**config.mk**
```make
export PLATFORM = sky130hd
export DESIGN_NAME = cv32e_obi_mem_arbiter
export DESIGN_NICKNAME = d
export VERILOG_FILES = /design/src/rtl/obi_arb_pkg.sv /design/src/rtl/obi_id_fifo.sv /design/src/rtl/cv32e_obi_mem_arbiter.sv
export SDC_FILE = /design/constraint.sdc
export NUM_CORES = 1
export LEC_CHECK = 0
export CORE_AREA = 2 2 110 112
export DETAILED_ROUTE_END_ITERATION = 10
export DIE_AREA = 0 0 112 114
export GPL_TIMING_DRIVEN = 0
export PLACE_DENSITY = 0.59
export SLEW_MARGIN = 30
export SYNTH_ARGS = -nofsm -noshare
export SYNTH_HDL_FRONTEND = slang
export SYNTH_SLANG_ARGS = --single-unit
export TNS_END_PERCENT = 20
```
**constraint.sdc**
```tcl
create_clock -name clk_i -period 1.8 [get_ports clk_i]
set_input_delay 0.18 -clock clk_i [delete_from_list [all_inputs] [get_ports clk_i]]
set_output_delay 0.18 -clock clk_i [all_outputs]
set_load 0.02 [all_outputs]
```
**src/rtl/obi_arb_pkg.sv**
```systemverilog
// Shared types and constants for the two-master OBI memory arbiter.
// Master ids, master count and the round-robin pick helper live here.
package obi_arb_pkg;

  localparam int unsigned NUM_MASTERS = 2;

  typedef logic mst_id_t;

  localparam mst_id_t MST_INSTR = 1'b0;
  localparam mst_id_t MST_DATA  = 1'b1;

  // A sole requester wins; on a tie, or with nobody requesting, the master
  // that did not win last time is picked.
  function automatic mst_id_t rr_select(input logic [NUM_MASTERS-1:0] req,
                                        input mst_id_t last);
    if (req == 2'b01) return MST_INSTR;
    if (req == 2'b10) return MST_DATA;
    return mst_id_t'(~last);
  endfunction

endpackage

```
**src/rtl/obi_id_fifo.sv**
```systemverilog
// In-order FIFO of granted master ids, one entry per outstanding transaction.
// Push and pop may happen together; pointers wrap modulo DEPTH.
module obi_id_fifo #(
  parameter int unsigned DEPTH = 2,
  parameter int unsigned WIDTH = 1
) (
  input  logic             clk_i,
  input  logic             rst_ni,
  input  logic             i_push,
  input  logic             i_pop,
  input  logic [WIDTH-1:0] i_data,
  output logic             o_full,
  output logic             o_empty,
  output logic [WIDTH-1:0] o_head
);

  localparam int unsigned PTR_W = (DEPTH > 1) ? $clog2(DEPTH) : 1;
  localparam int unsigned CNT_W = $clog2(DEPTH + 1);
  localparam logic [PTR_W-1:0] LAST_PTR = PTR_W'(DEPTH - 1);

  logic [WIDTH-1:0] r_mem [DEPTH];
  logic [PTR_W-1:0] r_wr_ptr;
  logic [PTR_W-1:0] r_rd_ptr;
  logic [CNT_W-1:0] r_count;
  logic             w_push;
  logic             w_pop;

  function automatic logic [PTR_W-1:0] next_ptr(input logic [PTR_W-1:0] ptr);
    return (ptr == LAST_PTR) ? '0 : ptr + PTR_W'(1);
  endfunction

  assign o_full  = (r_count == CNT_W'(DEPTH));
  assign o_empty = (r_count == '0);
  assign o_head  = r_mem[r_rd_ptr];
  assign w_push  = i_push & ~o_full;
  assign w_pop   = i_pop & ~o_empty;

  // NOTE: sequential state uses non-blocking assignments so every flop samples
  // pre-edge values regardless of statement order.
  always_ff @(posedge clk_i or negedge rst_ni) begin
    if (!rst_ni) begin
      r_wr_ptr <= '0;
      r_rd_ptr <= '0;
      r_count  <= '0;
    end else begin
      if (w_push) r_wr_ptr <= next_ptr(r_wr_ptr);
      if (w_pop)  r_rd_ptr <= next_ptr(r_rd_ptr);
      unique case ({w_push, w_pop})
        2'b10:   r_count <= r_count + CNT_W'(1);
        2'b01:   r_count <= r_count - CNT_W'(1);
        default: r_count <= r_count;
      endcase
    end
  end

  // NOTE: storage is left unreset; an entry is only read after it was written,
  // since the count gates every pop.
  always_ff @(posedge clk_i) begin
    if (w_push) r_mem[r_wr_ptr] <= i_data;
  end

endmodule

```
**src/rtl/cv32e_obi_mem_arbiter.sv**
```systemverilog
// Round-robin arbiter merging the instruction-side and data OBI masters onto
// one slave port, routing responses back in order through an id FIFO.
module cv32e_obi_mem_arbiter
  import obi_arb_pkg::*;
#(
  parameter int unsigned ADDR_WIDTH      = 32,
  parameter int unsigned DATA_WIDTH      = 32,
  parameter int unsigned BE_WIDTH        = 4,
  parameter int unsigned MAX_OUTSTANDING = 2
) (
  input  logic                                    clk_i,
  input  logic                                    rst_ni,
  input  logic [NUM_MASTERS-1:0]                  m_req_i,
  input  logic [NUM_MASTERS-1:0][ADDR_WIDTH-1:0]  m_addr_i,
  input  logic [NUM_MASTERS-1:0]                  m_we_i,
  input  logic [NUM_MASTERS-1:0][BE_WIDTH-1:0]    m_be_i,
  input  logic [NUM_MASTERS-1:0][DATA_WIDTH-1:0]  m_wdata_i,
  output logic [NUM_MASTERS-1:0]                  m_gnt_o,
  output logic [NUM_MASTERS-1:0]                  m_rvalid_o,
  output logic [DATA_WIDTH-1:0]                   m_rdata_o,
  output logic                                    s_req_o,
  output logic [ADDR_WIDTH-1:0]                   s_addr_o,
  output logic                                    s_we_o,
  output logic [BE_WIDTH-1:0]                     s_be_o,
  output logic [DATA_WIDTH-1:0]                   s_wdata_o,
  input  logic                                    s_gnt_i,
  input  logic                                    s_rvalid_i,
  input  logic [DATA_WIDTH-1:0]                   s_rdata_i
);

  logic    r_locked;
  mst_id_t r_lock_id;
  mst_id_t r_last;
  mst_id_t w_sel;
  mst_id_t w_head;
  logic    w_full;
  logic    w_empty;
  logic    w_s_req;
  logic    w_handshake;
  logic    w_pop;

  // A request left waiting for grant keeps its master selected.
  assign w_sel       = r_locked ? r_lock_id : rr_select(m_req_i, r_last);
  assign w_s_req     = rst_ni & m_req_i[w_sel] & ~w_full;
  assign w_handshake = w_s_req & s_gnt_i;
  assign w_pop       = s_rvalid_i & ~w_empty;

  assign s_req_o   = w_s_req;
  assign s_addr_o  = m_addr_i[w_sel];
  assign s_we_o    = m_we_i[w_sel];
  assign s_be_o    = m_be_i[w_sel];
  assign s_wdata_o = m_wdata_i[w_sel];
  assign m_rdata_o = s_rdata_i;

  // NOTE: every output of this block gets a default first, so no path leaves
  // a bit unassigned and no latch is inferred.
  always_comb begin
    m_gnt_o    = '0;
    m_rvalid_o = '0;
    if (w_handshake) m_gnt_o[w_sel]     = 1'b1;
    if (w_pop)       m_rvalid_o[w_head] = 1'b1;
  end

  always_ff @(posedge clk_i or negedge rst_ni) begin
    if (!rst_ni) begin
      r_locked  <= 1'b0;
      r_lock_id <= MST_INSTR;
      r_last    <= MST_DATA;
    end else begin
      r_locked  <= w_s_req & ~s_gnt_i;
      r_lock_id <= w_sel;
      if (w_handshake) r_last <= w_sel;
    end
  end

  obi_id_fifo #(
    .DEPTH (MAX_OUTSTANDING),
    .WIDTH ($bits(mst_id_t))
  ) u_id_fifo (
    .clk_i   (clk_i),
    .rst_ni  (rst_ni),
    .i_push  (w_handshake),
    .i_pop   (w_pop),
    .i_data  (w_sel),
    .o_full  (w_full),
    .o_empty (w_empty),
    .o_head  (w_head)
  );

`ifndef SYNTHESIS
  always @(posedge clk_i) begin
    if (rst_ni && s_rvalid_i)
      assert (!w_empty) else $warning("s_rvalid_i with no outstanding transaction ignored");
  end
`endif

endmodule
```
==> impl_table.tex <==
\begin{tabular}{lr}
\hline
Metric & Value \\
\hline
\multicolumn{2}{l}{\textbf{Global routing}} \\
Overflow after GRT & 0 \\
Pin count of the biggest net entering global routing & 11 \\
Vias in the first global route & between 2000 and 2500 \\
Number of antenna violations at the first check in global routing & 0 \\
Overall global routing resource usage & between 10\% and 20\% \\
Wire length of the first global-routing pass & 12520 um \\
\multicolumn{2}{l}{\textbf{Synthesis}} \\
Simple-gate portion of the synthesized area & 5.217\% \\
Mean instance size in the synthesized netlist & approximately 10 sq um \\
Sequential share of the synthesized area & 14.94\% \\
Post-synthesis share of cell area spent on xor and xnor gates & 2.767\% \\
Number of standard cells after synthesis & 151 \\
Yosys Warn Count & 0 \\
Dominant combinational cell family by area after synthesis & multiplexers \\
Post-synthesis cell area & 0.001583 sq mm \\
Share of synthesized area spent on multiplexers & between 50\% and 60\% \\
Number of synthesized register bits & 9 \\
Post-Synth Adder-Cell Area & 0.7905\% \\
Number of nets produced by synthesis & about 330 \\
Complex-gate fraction of the synthesized area & 3.478\% \\
Count of unique library cells instantiated by Yosys & 26 \\
\multicolumn{2}{l}{\textbf{Worst setup path}} \\
Data arrival time at the worst-slack endpoint & $\sim$2.0 ns \\
Startpoint type of the worst setup path & flop \\
Worst reg-to-reg path cell count & 6 \\
Crit path required time & roughly 1.6 ns \\
Crit path max fanout & 7 \\
Capturing instance or port of the critical path & s\_wdata\_o[25] \\
Worst Setup SP & r\_last \\
Kind of critical path & reg2out \\
Capturing point of the worst reg2reg path & u\_id\_fifo.r\_count[1] \\
Beginning of the worst register-to-register path & u\_id\_fifo.r\_count[0] \\
Setup slack of the most critical reg-to-reg path & 0.17 ns \\
Worst setup EP type & output port \\
\multicolumn{2}{l}{\textbf{STA}} \\
Clock skew & about 0.0013 ns \\
Final critical-path share of the clock period & 118.2\% \\
Setup violation total in the final timing report & a little over 70 \\
Hold Violations, Final & 0 \\
PnR worst setup slack & -0.3285 ns \\
Final critical delay including setup and external delays & around 2.1 ns \\
Setup repair after global routing missed its margin & yes \\
Number of max-slew violations in the final report & 0 \\
Achievable frequency & 0.4698 GHz \\
Headroom to the max-slew limit & roughly four fifths \\
Measured slew at the worst slew-check pin & between 0.2 and 0.3 ns \\
Setup TNS & -20.94 ns \\
\multicolumn{2}{l}{\textbf{Routing}} \\
Number of antenna-violating nets in the routed design & 0 \\
Average wire length per cell after detail routing & approximately 16 um \\
Initial DRT Pass Iterations & 3 \\
Initial drt markers & 33 \\
Number of remaining DRC errors & 0 \\
Via Count & $\sim$2100 \\
Wire length after detailed routing & 9113 um \\
Routed vias/inst & around 3.8 \\
\multicolumn{2}{l}{\textbf{Pwr}} \\
Switching power as a share of total power & between 30\% and 40\% \\
Maximum vdd ir drop & just over 0.0007 V \\
Sw Pwr & around 1.6 mW \\
Portion of total power attributed to the clock network & under 10\% \\
Cell internal power dissipation & roughly 2.4 mW \\
Leakage dissipation & approximately 1.9 nW \\
PwrDens & $\sim$910 mW/mm\^{}2 \\
Relative contribution of combinational cells to total power & between 80\% and 90\% \\
Total power after layout & roughly 3.9 mW \\
Power share of the sequential group & a little under a tenth \\
\multicolumn{2}{l}{\textbf{Clock tree}} \\
Number of buffers on the longest clock path & 2 \\
CTS tree & built \\
Clock root cell & sky130\_fd\_sc\_hd\_\_clkbuf\_16 \\
Worst-skew pair later-pin latency & about 0.23 ns \\
Number of buffers created by CTS & 3 \\
\# H-tree levels & 1 \\
Clock sink total & 9 \\
Clock-pin slew reported for the worst setup and hold paths after clock tree synthesis & around 0.040 ns \\
\multicolumn{2}{l}{\textbf{Run}} \\
Max-cap violations & 0 \\
\multicolumn{2}{l}{\textbf{Final layout}} \\
Layout cells sized above 1 & a little under half \\
Number of nets in the final layout & slightly below 600 \\
Ant. Diodes & 0 \\
Area growth syn-to-layout & 172.7\% \\
Fillers & approximately 1200 \\
\multicolumn{2}{l}{\textbf{Floorplanning}} \\
Die Wd & between 100 and 150 um \\
Area of the placeable core & about 0.012 sq mm \\
Row count & 40 \\
Starting utilization of the core area & 13.51\% \\
Number of primary I/O pins & about 280 \\
Die Y & between 100 and 150 um \\
Die ar. & 0.01277 sq mm \\
\multicolumn{2}{l}{\textbf{Hold path}} \\
Class of the tightest hold or removal check & in2async \\
\multicolumn{2}{l}{\textbf{Place}} \\
Routability-driven placement congestion ratio & $\sim$0.71 \\
Number of buffers added on ports & between 200 and 250 \\
Post-detail-place hpwl & $\sim$7700 um \\
\multicolumn{2}{l}{\textbf{Status}} \\
Result of the run & finished, violations left \\
Violated checks & setup timing \\
\hline
\end{tabular}
-- cell usage in the layout, fill, tap and decap left out, types with 2 or more instances in the layout --
| cell type | netlist | routed |
|---|---|---|
| sky130_fd_sc_hd__mux2_2 | 63 | 57 |
| sky130_fd_sc_hd__nand2b_1 | 2 | 2 |
| sky130_fd_sc_hd__clkdlybuf4s50_1 | 0 | 174 |
| sky130_fd_sc_hd__buf_6 | 1 | 9 |
| sky130_fd_sc_hd__mux2_4 | 6 | 12 |
| sky130_fd_sc_hd__nor2_1 | 5 | 5 |
| sky130_fd_sc_hd__xnor2_1 | 4 | 4 |
| sky130_fd_sc_hd__buf_4 | 33 | 53 |
| sky130_fd_sc_hd__buf_12 | 0 | 7 |
| sky130_fd_sc_hd__inv_1 | 4 | 3 |
| sky130_fd_sc_hd__clkbuf_16 | 0 | 7 |
| sky130_fd_sc_hd__nor2b_1 | 3 | 2 |
| sky130_fd_sc_hd__nand2_1 | 2 | 2 |
| sky130_fd_sc_hd__dlygate4sd2_1 | 0 | 4 |
| sky130_fd_sc_hd__edfxtp_1 | 2 | 2 |
| sky130_fd_sc_hd__dfrtp_1 | 6 | 6 |
| sky130_fd_sc_hd__buf_2 | 0 | 42 |
-- registers in the layout, summed over array words and instances, names as in the netlist --
signal,cells
r_lock_id,1
r_locked,1
u_id_fifo.r_mem,2
u_id_fifo.r_rd_ptr,1
r_last,1
u_id_fifo.r_wr_ptr,1
u_id_fifo.r_count,2
-- worst max-delay path, stage by stage, from the launching register on --
cell	delay (ns)
sky130_fd_sc_hd__dfstp_2	0.56
sky130_fd_sc_hd__o21bai_2	0.09
sky130_fd_sc_hd__o21ai_4	0.23
sky130_fd_sc_hd__buf_12	0.19
sky130_fd_sc_hd__clkbuf_16	0.16
sky130_fd_sc_hd__mux2_2	0.32
sky130_fd_sc_hd__buf_2	0.16
-- cells in the mapped netlist (all sizes together) --
cell type	number	area [sq um]
clkbuf	5	68.82
dfrtp	6	150.1
xnor2	4	35.03
mux2i	1	10.01
inv	4	15.01
xor2	1	8.760
o21ai	2	21.27
nand2	2	7.510
edfxtp	2	60.06
and3	1	6.260
dfstp	1	26.28
buf	34	259.0
o21bai	1	7.510
a21oi	2	10.01
nor2b	3	18.77
ha	1	12.51
nand2b	2	12.51
a21o	1	7.510
nor2	5	18.77
nand3	2	10.01
mux2	69	799.5
o2bb2ai	1	8.760
and4	1	8.760
-- layout make-up --
class                      instances  area [sq um]  area share [%]
timing repair buffer             256          2366           54.81
buffer                            39         385.4           8.928
inverter                           4         15.01          0.3478
clock buffer                       4         78.83           1.826
tap                              147         183.9           4.261
multi-input combinational         99          1051           24.35
sequential                         9         236.5           5.478
-- worst min path at each step --
stage,startpoint,cells past startpoint,to
4_1_cts,rst_ni,1,r_last
5_1_grt,rst_ni,1,r_last
2_1_floorplan,rst_ni,0,r_lock_id
3_5_place_dp,u_id_fifo.r_count[1],1,u_id_fifo.r_count[1]
6_report,rst_ni,1,r_last
3_3_place_gp,rst_ni,1,u_id_fifo.r_rd_ptr
-- routing by layer --
layer | global-route usage [%] | share of wire [%]
met1 | 14.61 | 37
met2 | 21.29 | 49
met3 | 5.739 | 12
met4 | 2.276 | 0.98
met5 | 0 | 0
-- stage by stage --
step | instances | hold slack (ns) | worst slack [ns] | instance area, sq um | util [%]
2_1_floorplan | 151 | -0.1156 | 0.07611 | 1583 | -
3_3_place_gp | 547 | 0.4788 | -0.9310 | 4259 | 36.37
3_5_place_dp | 547 | 0.4837 | -0.9711 | 4259 | 36.37
4_1_cts | 554 | 0.08289 | -0.3800 | 4287 | 36.60
5_1_grt | 558 | 0.09786 | -0.3889 | 4317 | 36.86
6_report | 558 | 0.08494 | -0.3285 | 4317 | 36.86
-- power groups by stage --
stage	clock, mW	sequential, mW	combinational (mW)
2_1_floorplan	0	0.351	1.71
3_3_place_gp	0	0.362	3.07
3_5_place_dp	0	0.362	3.08
4_1_cts	0.401	0.366	2.97
5_1_grt	0.407	0.384	3.39
6_report	0.385	0.370	3.18
-- cells by family (layout without fill, tap and decap cells) --
| logic type | after synthesis | in the layout |
|---|---|---|
| muxes | 70 | 70 |
| buffers and inverters | 43 | 303 |
| and+or+nand+nor | 16 | 16 |
| DFF | 9 | 9 |
| AOI/OAI and AO/OA | 7 | 7 |
| xor gates and xnor gates | 5 | 5 |
| adders and majority gates | 1 | 1 |
-- repair_timing --
item	in CTS	in global routing
endpoints found under the setup margin	75	73
setup buffers	2	0
gates cloned	0	4
gates resized for setup	278	87
pin swaps	2	1
hold endpoints to repair	6	0
hold buffers	1	0
(Power assumes the default switching activity.)
